### src/rtl/mem_access.sv
// mem_access: data-memory access stage between EX_MEM and MEM_WB.
// ALU-only instructions complete in one cycle with no stall. Aligned loads
// and stores run a two-state IDLE/ACCESS bus transaction. The upstream stages
// are stalled until the bus acks, or until MAX_WAIT ACCESS cycles have
// elapsed, which aborts the access with timeout_err. Misaligned accesses
// never reach the bus. They complete at once with misalign_err.
//
// Ports
//   clock, reset                    clock, async active-high reset
//   valid_in, mem_read, mem_write   instruction valid and load/store controls
//   size, sign_ext                  access width (byte..dword), load extension
//   address, write_data             effective address, store data
//   alu_result_in                   ALU result passed through to MEM_WB
//   stall                           holds EX_MEM and all earlier stages
//   valid_out                       one-cycle completion pulse to MEM_WB
//   read_data_uit, alu_result_uit   registered load result and ALU result
//   bus_req, bus_we                 data bus request and write enable
//   bus_addr, bus_wdata, bus_be     dword address, lane-placed data, enables
//   bus_ack, bus_rdata              bus completion strobe and read data
//   misalign_err, timeout_err       one-cycle error pulses
module mem_access #(
    parameter int unsigned MAX_WAIT = 16
) (
    input  logic        clock,
    input  logic        reset,
    input  logic        valid_in,
    input  logic        mem_read,
    input  logic        mem_write,
    input  logic [1:0]  size,
    input  logic        sign_ext,
    input  logic [63:0] address,
    input  logic [63:0] write_data,
    input  logic [63:0] alu_result_in,
    output logic        stall,
    output logic        valid_out,
    output logic [63:0] read_data_uit,
    output logic [63:0] alu_result_uit,
    output logic        bus_req,
    output logic        bus_we,
    output logic [63:0] bus_addr,
    output logic [63:0] bus_wdata,
    output logic [7:0]  bus_be,
    input  logic        bus_ack,
    input  logic [63:0] bus_rdata,
    output logic        misalign_err,
    output logic        timeout_err
);

    localparam int unsigned CNT_W = (MAX_WAIT > 1) ? $clog2(MAX_WAIT) : 1;
    localparam logic [CNT_W-1:0] LAST_WAIT = CNT_W'(MAX_WAIT - 1);

    typedef enum logic [0:0] {IDLE, ACCESS} state_t;

    state_t           state;
    logic [CNT_W-1:0] wait_cnt;
    logic [2:0]       off_r;
    logic [1:0]       size_r;
    logic             sign_r;
    logic [63:0]      alu_r;

    logic        mem_op;
    logic        aligned;
    logic [7:0]  be_mask;
    logic        timeout_hit;
    logic [63:0] shifted;
    logic [63:0] load_value;

    assign mem_op      = mem_read | mem_write;
    assign timeout_hit = (wait_cnt == LAST_WAIT);
    assign shifted     = bus_rdata >> {off_r, 3'b000};

    always_comb begin
        aligned = 1'b1;
        be_mask = 8'h01;
        case (size)
            2'b00: begin aligned = 1'b1;                  be_mask = 8'h01; end
            2'b01: begin aligned = ~address[0];           be_mask = 8'h03; end
            2'b10: begin aligned = (address[1:0] == 2'b0); be_mask = 8'h0F; end
            default: begin aligned = (address[2:0] == 3'b0); be_mask = 8'hFF; end
        endcase
    end

    always_comb begin
        load_value = '0;
        case (size_r)
            2'b00:   load_value = sign_r ? {{56{shifted[7]}},  shifted[7:0]}  : {56'b0, shifted[7:0]};
            2'b01:   load_value = sign_r ? {{48{shifted[15]}}, shifted[15:0]} : {48'b0, shifted[15:0]};
            2'b10:   load_value = sign_r ? {{32{shifted[31]}}, shifted[31:0]} : {32'b0, shifted[31:0]};
            default: load_value = shifted;
        endcase
    end

    // Stall is combinational so the upstream stages freeze in the same cycle
    // the access is recognised. It is released in the last ACCESS cycle. It is
    // also gated by reset so it reads 0 while reset is asserted.
    always_comb begin
        stall = 1'b0;
        if (!reset) begin
            if (state == IDLE)
                stall = valid_in & mem_op & aligned;
            else
                stall = ~(bus_ack | timeout_hit);
        end
    end

    always_ff @(posedge clock or posedge reset) begin
        if (reset) begin
            state          <= IDLE;
            wait_cnt       <= '0;
            off_r          <= '0;
            size_r         <= '0;
            sign_r         <= 1'b0;
            alu_r          <= '0;
            valid_out      <= 1'b0;
            read_data_uit  <= '0;
            alu_result_uit <= '0;
            bus_req        <= 1'b0;
            bus_we         <= 1'b0;
            bus_addr       <= '0;
            bus_wdata      <= '0;
            bus_be         <= '0;
            misalign_err   <= 1'b0;
            timeout_err    <= 1'b0;
        end else begin
            valid_out    <= 1'b0;
            misalign_err <= 1'b0;
            timeout_err  <= 1'b0;
            case (state)
                IDLE: begin
                    if (valid_in) begin
                        if (!mem_op) begin
                            valid_out      <= 1'b1;
                            alu_result_uit <= alu_result_in;
                            read_data_uit  <= '0;
                        end else if (!aligned) begin
                            valid_out      <= 1'b1;
                            misalign_err   <= 1'b1;
                            alu_result_uit <= alu_result_in;
                            read_data_uit  <= '0;
                        end else begin
                            state     <= ACCESS;
                            wait_cnt  <= '0;
                            bus_req   <= 1'b1;
                            bus_we    <= mem_write;
                            bus_addr  <= {address[63:3], 3'b000};
                            bus_be    <= be_mask << address[2:0];
                            bus_wdata <= write_data << {address[2:0], 3'b000};
                            off_r     <= address[2:0];
                            size_r    <= size;
                            sign_r    <= sign_ext;
                            alu_r     <= alu_result_in;
                        end
                    end
                end
                ACCESS: begin
                    if (bus_ack) begin
                        state          <= IDLE;
                        bus_req        <= 1'b0;
                        bus_we         <= 1'b0;
                        valid_out      <= 1'b1;
                        alu_result_uit <= alu_r;
                        read_data_uit  <= bus_we ? '0 : load_value;
                    end else if (timeout_hit) begin
                        state          <= IDLE;
                        bus_req        <= 1'b0;
                        bus_we         <= 1'b0;
                        valid_out      <= 1'b1;
                        timeout_err    <= 1'b1;
                        alu_result_uit <= alu_r;
                        read_data_uit  <= '0;
                    end else begin
                        wait_cnt <= wait_cnt + 1'b1;
                    end
                end
                default: state <= IDLE;
            endcase
        end
    end

endmodule

### config.mk
export PLATFORM = sky130hd
export DESIGN_NAME = mem_access
export DESIGN_NICKNAME = d
export VERILOG_FILES = /design/src/rtl/mem_access.sv
export SDC_FILE = /design/constraint.sdc
export NUM_CORES = 1
export LEC_CHECK = 0
export BUFFER_PORTS_ARGS = -buffer_cell sky130_fd_sc_hd__buf_2
export CORE_MARGIN = 2
export CORE_UTILIZATION = 28
export CTS_BUF_LIST = sky130_fd_sc_hd__clkbuf_4 sky130_fd_sc_hd__clkbuf_8 sky130_fd_sc_hd__clkbuf_16
export CTS_CLUSTER_DIAMETER = 80
export DETAILED_ROUTE_END_ITERATION = 7
export GPL_ROUTABILITY_DRIVEN = 0
export GPL_TIMING_DRIVEN = 0
export PLACE_DENSITY_LB_ADDON = 0.25
export SLEW_MARGIN = 20
export SYNTH_ARGS = -nofsm -noshare
export SYNTH_HDL_FRONTEND = slang
export SYNTH_SLANG_ARGS = --single-unit
### constraint.sdc
create_clock -name clock -period 19.2 [get_ports clock]
set_clock_uncertainty 0.05 [all_clocks]
set_input_delay 1.92 -clock clock [delete_from_list [all_inputs] [get_ports clock]]
set_output_delay 1.92 -clock clock [all_outputs]
set_load 0.05 [all_outputs]
==> Word-level counts from Yosys, hierarchy flattened <==
Index checks and enable logic that the tools add are counted.
{ "word_totals": {"input_bits": 265, "elab_cells": 101, "regBits": 341, "out_inout_bits": 270} }
{ "op_classes": {"reduce_logical": 8, "muxes": 54, "bitwise_logic": 7, "eq_ne": 12, "shift": 3, "n_addsub": 1} }
{ "op_table": {"columns": ["op", "count"], "rows": [
  ["$mux 64", 14],
  ["$pmux 64 s2", 2],
  ["$pmux 64 s3", 1],
  ["$shl 64x6->64", 1],
  ["$shr 64x6->64", 1],
  ["$mux 1", 25],
  ["$pmux 8 s3", 1],
  ["$mux 4", 5],
  ["$ne 2x2->1 const B", 5],
  ["$pmux 1 s2", 4],
  ["$pmux 4 s2", 1],
  ["$reduce_and 4->1", 2],
  ["$shl 8x3->8", 1],
  ["$logic_not 2->1", 3],
  ["$reduce_and 5->1", 1],
  ["$add 4x1->4 const B", 1],
  ["$eq 2x1->1 const B", 2],
  ["$eq 2x2->1 const B", 2],
  ["$eq 4x4->1 const B", 1],
  ["$logic_not 3->1", 1],
  ["$ne 3x2->1 const B", 1],
  ["$ne 3x3->1 const B", 1],
  ["$not 1->1", 3],
  ["$pmux 1 s3", 1],
  ["3 further kinds", 5]
]} }

==> Longest topological paths before layout <==
{ "depth": {"word_depth": 6, "mapped_depth": 9, "mapped_depth_nobuf": 6} }

==> Least setup slack after synthesis <==
Ideal clock, no wire load.
{ "synth_path": {"kind": "input to output", "start": "input address[1]", "end": "output stall", "setup_slack_ns": 13.858, "required_time_ns": 17.230, "arrival_ns": 3.372, "path_stages": 6, "n_path_buf": 2, "cell_sequence": "buf_2 o21ai_1 o2111a_1 buf_2 nor2_1 nor2_1"} }
{ "synth_via": {"elab_chain_len": 5, "word_cells_on_any_way": 6, "cone_classes": "mux: 3; bitwise: 1; reduce/logical: 2"} }
{ "synth_rtl": {"columns": ["item", "line", "text"], "rows": [
  ["start: declaration", "31", "input logic [63:0] address,"],
  ["$logic_not 3->1 / $logic_not 2->1 (equally long branches)", "79, 78", null],
  ["$pmux 1 s3 (*)", "75", "case (size)"],
  ["$and 1x1->1 (*)", "100", "stall = valid_in & mem_op & aligned;"],
  ["$mux 1 (*)", "99", "if (state == IDLE)"],
  ["$mux 1 (*)", "98", "if (!reset) begin"],
  ["end: declaration", "34", "output logic stall,"]
]} }
Every way passes the cells marked *; elsewhere a longest branch is shown, timed or not.

==> Final worst setup path <==
{ "layout_path": {"start": "input mem_write", "end": "output stall"} }
{ "layout_via": {"elab_chain_len": 5} }
{ "layout_rtl": {"columns": ["item", "line", "text"], "rows": [
  ["start: declaration", "28", "input logic mem_write,"],
  ["$or 1x1->1", "68", "assign mem_op = mem_read | mem_write;"],
  ["$and 1x1->1 (2 in a row)", "100", null],
  ["$mux 1", "99", null],
  ["$mux 1", "98", null]
]} }
No other way between the ends.

==> results.json <==
{
  "layout_min_cycle_time_ns": 5.449,
  "grt_pass1_vias": 16135,
  "synth_warnings": 0,
  "area_delta_synth_final_pct": 30.14,
  "cts_sinks": 341,
  "finalSetupTns_ns": 0,
  "cp_max_fo": 10,
  "cts_resized": 0,
  "drtPass1Iterations": 6,
  "async_flop_share_pct": 100.0,
  "groute.usage.overall_pct": 20.88,
  "cp.arrival_ns": 3.48,
  "clock_latency_ns": 0.57,
  "synthCells": 1781,
  "drt-initial-drc-count": 1216,
  "slew_violations": 0,
  "grt_max_degree": 95,
  "rsz0062_at_grt": "false",
  "yosys_most_used_dff": "dfrtp_1",
  "finalSetupViolations": 0,
  "coreArea_um2": 60130,
  "dp_slack_ns": 13.75,
  "crit_path_end_kind": "output port",
  "wl_um": 67220,
  "yosysSeqAreaShare_pct": 50.20,
  "leakage_nw": 11.27,
  "drtAntennaViolNets": 0,
  "antenna_found_initial": 5,
  "cts_root_buffer": "clkbuf_16",
  "netlist-cell-type-count": 56,
  "syn_avg_cell_area_um2": 9.544,
  "holdCritPathClass": "reg2reg",
  "worst_pin_slew_ns": 0.9273,
  "vias": 15923,
  "critical_path_class": "in2out",
  "post_cts_buffers": 0,
  "ir_drop_uv": 65.07,
  "rrSetupSlack_ns": 15.72,
  "drive_gt1_share_pct": 32.15,
  "slew_headroom_pct": 37.63,
  "clkSlewWorstSetupHoldPaths_ns": 0.05,
  "status": "complete, no violations",
  "grt_pass1_wl_um": 101000,
  "dp_cells": 3095,
  "fin_nets": 2622,
  "clockBufferDepth": 3,
  "die_y_um": 250.4,
  "synth_edf_count": 0,
  "post-route-drc-count": 0,
  "nFillCells": 6211,
  "cts_max_level": 2,
  "fmax_ghz": 0.1835,
  "wl_per_cell_um": 21.20,
  "ys_ff_latch": 341,
  "hold_violations": 0,
  "hold_buffers": 0,
  "num_rows": 90,
  "cp-start-kind": "input port",
  "cts_tree": "yes",
  "portBuffers": 527,
  "period_share_pct": 28.38,
  "drt-vias-per-instance": 5.021,
  "start_util_pct": 28.27,
  "post-dp-hpwl_um": 51470,
  "crit_required_ns": 17.23,
  "finalWorstSetupSlack_ns": 13.75,
  "max_cap_violations": 0,
  "num_io_pins": 535,
  "fp.dieW_um": 250.4,
  "cts_inserted_buffers": 41,
  "p_per_area_nw_per_um2": 134.2,
  "final_cells": 3171,
  "syn_area_um2": 17000,
  "die-area_um2": 62690,
  "overflow": 0
}
-- registers in the layout, indices dropped and copies added (netlist names), 2 cells and up --
name / flops
alu_r: 64
alu_result_uit: 64
bus_addr: 61
bus_be: 8
bus_wdata: 64
off_r: 3
read_data_uit: 64
size_r: 2
wait_cnt: 4
-- cell type report --
class | instances | area [um2] | share of cell area, %
plain buffers | 136 | 606.8 | 2.743
clock buffers | 56 | 1182 | 5.345
inverters | 9 | 41.29 | 0.1867
well taps | 782 | 978.4 | 4.423
diodes | 3 | 7.507 | 0.03394
repair buffers | 530 | 2720 | 12.30
flip-flops and latches | 341 | 8533 | 38.58
multi-input cells | 1297 | 7831 | 35.40
clock inverters | 17 | 219.0 | 0.9899
-- final timing paths --
check | start | end | depth (start not counted)
worst max-delay path | mem_write | stall | 8
worst min-delay path | bus_be[1]$_DFFE_PP0P_ | bus_be[1]$_DFFE_PP0P_ | 2
worst max register to register | wait_cnt[0]$_DFFE_PP0P_ | alu_result_uit[10]$_DFFE_PP0P_ | 9
worst min register to register | bus_be[1]$_DFFE_PP0P_ | bus_be[1]$_DFFE_PP0P_ | 2
max in group asynchronous | reset | alu_result_uit[3]$_DFFE_PP0P_ | 4
min in group asynchronous | reset | alu_result_uit[28]$_DFFE_PP0P_ | 2
-- placed cells by master, fill, tap and decap left out, types with 4 or more instances in the layout --
cell and instances:
buf_4 8, clkbuf_1 83, buf_6 4, nor2_1 87, a211oi_1 18, nor2b_1 5, clkbuf_8 7, mux4_2 48
a211o_1 7, a21oi_1 62, a21o_1 11, bufinv_16 4, mux2_2 34, o21ai_0 130, buf_2 556, a22oi_1 23
clkbuf_4 8, clkbuf_16 41, buf_1 12, inv_1 6, o21a_1 8, o21ai_2 30, nand2_1 606, dfrtp_1 341
mux2i_1 120, o22ai_1 12, nand3_1 22, o31ai_1 18, clkinv_2 7, a221oi_1 10
-- cells in the mapped netlist, types with 2 or more instances --
cell | count | share of area (%)
nor2_1 | 87 | 1.9
o21ai_2 | 30 | 1.5
o211ai_1 | 2 | 0.088
nand3_1 | 22 | 0.65
or2_2 | 3 | 0.11
mux4_2 | 48 | 6.4
mux2i_1 | 120 | 7.1
a211oi_1 | 18 | 0.79
inv_1 | 7 | 0.15
buf_2 | 29 | 0.85
mux2_2 | 34 | 2.3
a22oi_1 | 23 | 1.0
nand3b_1 | 2 | 0.088
buf_1 | 12 | 0.26
xor2_1 | 2 | 0.10
o21a_1 | 8 | 0.35
buf_4 | 8 | 0.35
and2_1 | 2 | 0.074
a211o_1 | 7 | 0.36
a21o_1 | 11 | 0.49
nand2b_1 | 3 | 0.11
o31ai_1 | 18 | 0.79
o22ai_1 | 12 | 0.44
and3_1 | 3 | 0.11
a221oi_1 | 10 | 0.52
nor2b_1 | 5 | 0.18
clkbuf_1 | 83 | 1.8
a22o_1 | 3 | 0.15
a21oi_1 | 62 | 1.8
nand2_1 | 606 | 13
buf_6 | 4 | 0.26
clkinv_1 | 2 | 0.044
nor3_2 | 2 | 0.12
o21ai_1 | 2 | 0.059
dfrtp_1 | 341 | 50
o21ai_0 | 130 | 3.8
-- metrics by stage --
step | hold slack [ns] | power [W] | util [%] | instance area (um2)
6_report | 0.4190 | 0.002969 | 36.79 | 22120
5_1_grt | 0.4403 | 0.003114 | 36.79 | 22120
3_3_place_gp | 0.4041 | 0.002151 | 34.29 | 20620
4_1_cts | 0.4190 | 0.002998 | 36.77 | 22110
3_5_place_dp | 0.4045 | 0.002169 | 34.44 | 20710
2_1_floorplan | 0.3954 | 0.001811 | - | 17010
-- kinds of logic after synthesis --
family,Yosys count,synth area share [%]
xor+xnor,2,0.1031
compound gates,346,12.88
fa+ha+maj,1,0.07360
other cells,1,0.02206
mux,204,15.92
flops,341,50.20
buf+inv,145,3.769
simple gates,741,17.03
-- power breakdown --
group | leakage, nW | internal [W] | switching, W
clock | 0.695 | 0.000487 | 0.000327
combinational | 6.21 | 0.000302 | 0.000869
sequential | 4.36 | 0.000886 | 0.0000988
-- worst max-delay path, cell delays in order --
cell and delay (ns):
buf_2 0.12, or2_2 0.30, clkbuf_1 0.16, o2111a_1 0.14, buf_2 0.21, nor2_1 0.33, nor2_1 0.08, buf_2 0.22
-- routing by layer --
layer | global-route usage, % | part of all wire [%] | vias up
met5 | 0 | 0.030 | -
met2 | 34.70 | 48 | 716
met4 | 6.672 | 2.8 | 4
met1 | 27.20 | 42 | 7820
li1 | - | - | 7253
met3 | 4.385 | 7.4 | 130
Note: power is estimated with default switching activity, not from simulation.
